===== config.mk =====
export PLATFORM = sky130hd
export DESIGN_NAME = multi_debounce
export DESIGN_NICKNAME = d
export VERILOG_FILES = /design/src/rtl/multi_debounce.sv
export SDC_FILE = /design/constraint.sdc
export NUM_CORES = 1
export LEC_CHECK = 0
export ABC_AREA = 1
export BUFFER_PORTS_ARGS = -buffer_cell sky130_fd_sc_hd__buf_4
export CORE_MARGIN = 1
export CORE_UTILIZATION = 60
export DETAILED_ROUTE_END_ITERATION = 10
export PLACE_DENSITY = 0.82
export SETUP_SLACK_MARGIN = 0.3
export SYNTH_ARGS = -nofsm -noshare
export SYNTH_HDL_FRONTEND = slang
export SYNTH_SLANG_ARGS = --single-unit

===== constraint.sdc =====
create_clock -name ck -period 2.85 [get_ports ck]
set_input_delay 0 -clock ck [delete_from_list [all_inputs] [get_ports ck]]
set_output_delay 0 -clock ck [all_outputs]
set_load 0.1 [all_outputs]

===== src/rtl/multi_debounce.sv =====
// Per-channel key debouncer: press/rel pulse 3 edges after a clean key change, then a fixed lock-out.
// Define DEBOUNCE_REPEAT_EN to add auto-repeat press pulses while a key stays held.
module multi_debounce #(
  parameter int N_CH       = 4,
  parameter int DB_COUNT   = 100000,
  parameter int CNT_W      = 17,
  parameter int REPEAT_DLY = 50000000,
  parameter int REPEAT_PER = 10000000
) (
  input  logic            ck,
  input  logic            reset,
  input  logic [N_CH-1:0] key,
  output logic [N_CH-1:0] stable,
  output logic [N_CH-1:0] press,
  output logic [N_CH-1:0] rel
);

  typedef enum logic [2:0] {IDLE0, PRESS, WAIT1, IDLE1, RELS, WAIT0} state_e;

  localparam logic [CNT_W-1:0] CNT_MAX = CNT_W'(DB_COUNT - 1);

  logic [N_CH-1:0] sync1_q;
  logic [N_CH-1:0] key_s_q;

  always_ff @(posedge ck or posedge reset) begin
    if (reset) begin
      sync1_q <= '0;
      key_s_q <= '0;
    end else begin
      sync1_q <= key;
      key_s_q <= sync1_q;
    end
  end

  for (genvar c = 0; c < N_CH; c++) begin : g_ch
    state_e           state_q, state_d;
    logic [CNT_W-1:0] cnt_q, cnt_d, cnt_inc;
    logic             hit;
    logic             rpt_pulse;

    assign hit     = (cnt_q == CNT_MAX);
    assign cnt_inc = hit ? cnt_q : cnt_q + 1'b1;

    always_ff @(posedge ck or posedge reset) begin
      if (reset) begin
        state_q <= IDLE0;
        cnt_q   <= '0;
      end else begin
        state_q <= state_d;
        cnt_q   <= cnt_d;
      end
    end

    // key_s is only looked at in the two idle states; everything else is lock-out.
    always_comb begin
      state_d = state_q;
      cnt_d   = '0;
      case (state_q)
        IDLE0: if (key_s_q[c]) state_d = PRESS;
        PRESS: begin
          cnt_d   = cnt_inc;
          state_d = WAIT1;
        end
        WAIT1: begin
          cnt_d = cnt_inc;
          if (hit) state_d = IDLE1;
        end
        IDLE1: if (!key_s_q[c]) state_d = RELS;
        RELS:  state_d = WAIT0;
        WAIT0: begin
          cnt_d = cnt_inc;
          if (hit) state_d = IDLE0;
        end
        default: state_d = IDLE0;
      endcase
    end

    assign stable[c] = (state_q == PRESS) || (state_q == WAIT1) || (state_q == IDLE1);
    assign rel[c]    = (state_q == RELS);
    assign press[c]  = (state_q == PRESS) || rpt_pulse;

`ifdef DEBOUNCE_REPEAT_EN
    localparam int RPT_MAX = (REPEAT_DLY > REPEAT_PER) ? REPEAT_DLY : REPEAT_PER;
    localparam int RPT_W   = $clog2(RPT_MAX + 1);
    localparam logic [RPT_W-1:0] RPT_DLY_M1 = RPT_W'(REPEAT_DLY - 1);
    localparam logic [RPT_W-1:0] RPT_PER_M1 = RPT_W'(REPEAT_PER - 1);

    logic [RPT_W-1:0] rpt_q, rpt_d;
    logic             first_q, first_d;
    logic             rpt_pulse_q, rpt_pulse_d;
    logic             rpt_hit;

    assign rpt_hit = (rpt_q == (first_q ? RPT_DLY_M1 : RPT_PER_M1));

    // Only fire when the key is still held, so a repeat never lands on the RELS cycle.
    always_comb begin
      rpt_d       = '0;
      first_d     = 1'b1;
      rpt_pulse_d = 1'b0;
      if ((state_q == IDLE1) && key_s_q[c]) begin
        first_d = first_q;
        if (rpt_hit) begin
          first_d     = 1'b0;
          rpt_pulse_d = 1'b1;
        end else begin
          rpt_d = rpt_q + 1'b1;
        end
      end
    end

    always_ff @(posedge ck or posedge reset) begin
      if (reset) begin
        rpt_q       <= '0;
        first_q     <= 1'b1;
        rpt_pulse_q <= 1'b0;
      end else begin
        rpt_q       <= rpt_d;
        first_q     <= first_d;
        rpt_pulse_q <= rpt_pulse_d;
      end
    end

    assign rpt_pulse = rpt_pulse_q;
`else
    assign rpt_pulse = 1'b0;
    // Repeat timing is inert without the repeat logic.
    if (REPEAT_DLY < 0 || REPEAT_PER < 0) begin : g_repeat_unused
    end
`endif
  end

endmodule


==> results.ini <==
[sta]
min_period_over_period_pct=61.44
max_freq_ghz=0.5711
skew_ns=0.01024
worstMarginPinSlew_ns=0.8152
setup_viol=0
fin_crit_ns=1.751
rsz0062_at_grt=no
finalHoldViolations=0
fin_setup_tns_ns=0
report.final.slew_viol_count=0
relSlewSlack_pct=45.66
holdWs_ns=0.3091

[floorplanning]
initial_core_util_pct=63.55
die_h_um=93.40
rows=32
die_area_um2=8724
chipWidth_um=93.40
ioPinCount=18
core_area_um2=7888

[global_routing]
antenna_found_initial=0
grt_use_met1_pct=33.94
grt_use_total_pct=25.81
grt_max_degree=49
met2_usage_pct=44.00
first_global_vias=4359
grt_busiest_layer=met2
grt_pass1_wl_mm=18.13
grtUsageMet3_pct=3.333
grt_overflow=0

[drt]
wl_per_cell_um=12.34
vias_per_cell=5.479
drcViolationCount=0
dr_total_vias=4520
routed_wl_mm=10.18
drt_iter0_drc=266
first_pass_iters=5
ant_nets=0

[clock_network]
cts_max_level=3
numCtsBuffers=9
clkTransAtPathRegs_ns=0.09
cts_buffer_depth=2
clock-root-buffer=clkbuf_8
worstSkewPairLatency_ns=0.35
clock-sinks=88
cts_tree=done
cts_resized=0

[worst_hold_path]
hold_path.class=input port to flip-flop

[worst_setup_path]
cp_max_fo=13
required_ns=3.13
path_class=flip-flop to flip-flop
cp-start-kind=flip-flop
critical_path.endpoint_type=flip-flop
arrival_ns=2.04

[layout]
regArea_um2=2202
multiInputGateArea_um2=2424
area_growth_pct=10.31
fin_util_pct=70.10
final_cells=825
drive_gt1_share_pct=9.544
nFillCells=625
layout.nets=729
n_antenna_cell=0

[logic_synthesis]
synth_area_leaders=dfrtp_1 44%, nand2_1 12%, nor2_1 8.9%
synth_cell_type_count=32
ys_ff_latch=88
ys_seq_area_share_pct=43.93
synth_top_area_share_pct=43.93
synthCells=688
avgSynthCellArea_um2=7.285
synth_top_area_cell=dfrtp_1
yosys_warnings=0
syn-cell-area_um2=5012
syn_nets=698

[power_and_ir_drop]
p_leak_nw=2.652
finalPower_mw=4.565
powerDensity_nw_per_um2=825.7
ir_drop_mv=0.7008

[placed_design]
place_congestion=0.9243
dp_cells=805
port_buffers=17
dp_hpwl_mm=7.483

[job]
drv_cap=0

[status]
status=complete, no violations

[where the power goes]
part           switching [mW]  internal [mW]
combinational            1.52          0.473
clock                   0.418          0.576
sequential              0.182           1.40
total                    2.12           2.44
[routing by layer]
| layer | share of wire (%) | up-vias | routed length, um |
|---|---|---|---|
| met4 | 1.3 | 0 | 130 |
| met2 | 49 | 116 | 4950 |
| li1 | - | 2286 | - |
| met3 | 4.7 | 14 | 478 |
| met1 | 45 | 2104 | 4623 |
| met5 | 0 | - | 0 |
[synthesized netlist by cell type (all sizes together)]
library cell / number
a211oi: 2
inv: 91
o21a: 2
ha: 4
or2: 2
buf: 5
o21ai: 19
a31oi: 3
nor3: 30
nand2: 166
xnor2: 1
a21oi: 32
nand4: 24
nor3b: 2
nand3b: 1
dfrtp: 88
xor2: 11
o31ai: 2
nor2: 127
nand3: 76
[worst paths after layout]
path	to	slack, ns	cells past startpoint	start
max	g_ch[3].cnt_q[1]$_DFFE_PP0P_	1.10	7	g_ch[3].state_q[2]$_DFFE_PP0P_
max in group asynchronous	g_ch[1].cnt_q[9]$_DFFE_PP0P_	1.75	4	reset
min	sync1_q[2]$_DFF_PP0_	0.31	2	key[2]
min in group asynchronous	g_ch[0].cnt_q[9]$_DFFE_PP0P_	0.32	3	reset
min reg2reg	key_s_q[1]$_DFF_PP0_	0.35	0	sync1_q[1]$_DFF_PP0_
max reg2reg	g_ch[3].cnt_q[1]$_DFFE_PP0P_	1.10	7	g_ch[3].state_q[2]$_DFFE_PP0P_
[per-stage QoR]
step	area, um^2	setup WS [ns]
floorplan	5012	0.3102
global placement	5246	1.260
detailed placement	5246	1.160
CTS	5529	1.106
global route	5529	1.003
finish	5529	1.099
[logic make-up after synthesis]
| logic type | synth area share (%) |
|---|---|
| AO/OA/AOI/OAI | 6.865 |
| XOR/XNOR | 2.097 |
| adder cells (fa/ha/maj) | 0.9985 |
| buffers and inverters | 7.713 |
| flip-flops | 43.93 |
| AND/OR/NAND/NOR | 38.39 |
[sequential cells by signal, indices dropped and copies added (netlist names)]
name and flops:
g_ch.cnt_q 68, sync1_q 4, g_ch.state_q 12, key_s_q 4
[cell type report]
| class | instances | share of cell area (%) |
|---|---|---|
| Clock buffer | 9 | 2.240 |
| Tap cell | 102 | 2.308 |
| Sequential cell | 88 | 39.83 |
| Inverter | 91 | 6.201 |
| Multi-Input combinational cell | 504 | 43.83 |
| Timing Repair Buffer | 25 | 3.621 |
| Clock inverter | 6 | 1.969 |
[layout by cell type (no fill, tap or decap), types with 2 or more instances in the layout]
master	synthesis	routed
nand2_1	161	161
nor2_1	119	119
dfrtp_1	88	88
inv_1	86	85
nand3_1	72	72
a21oi_1	31	31
nor3_1	24	24
nand4_1	24	24
buf_4	3	20
o21ai_0	15	15
xor2_1	11	11
clkbuf_8	0	9
inv_2	5	5
nand2_2	5	5
nor3_2	5	5
nor2_2	5	5
dlygate4sd3_1	0	5
o21ai_1	4	4
nand3_2	4	4
ha_1	4	4
a31oi_1	3	3
nor2_4	3	3
clkinv_2	0	3
bufinv_16	0	3
or2_2	2	2
a211oi_1	2	2
o21a_1	2	2
[worst max-delay path, stage by stage (launching register included)]
cell and delay [ns]:
dfrtp_1 0.42, inv_1 0.14, nand3_1 0.14, nand3_1 0.40
inv_1 0.25, nor2_1 0.21, nand2_1 0.08, nand2_1 0.06
[repair_timing]
| item | CTS | global route |
|---|---|---|
| hold buffers | 5 | 0 |
| hold endpoints to repair | 50 | 0 |
| buffers inserted | 0 | 0 |
Power figures use the tool's default switching activity.
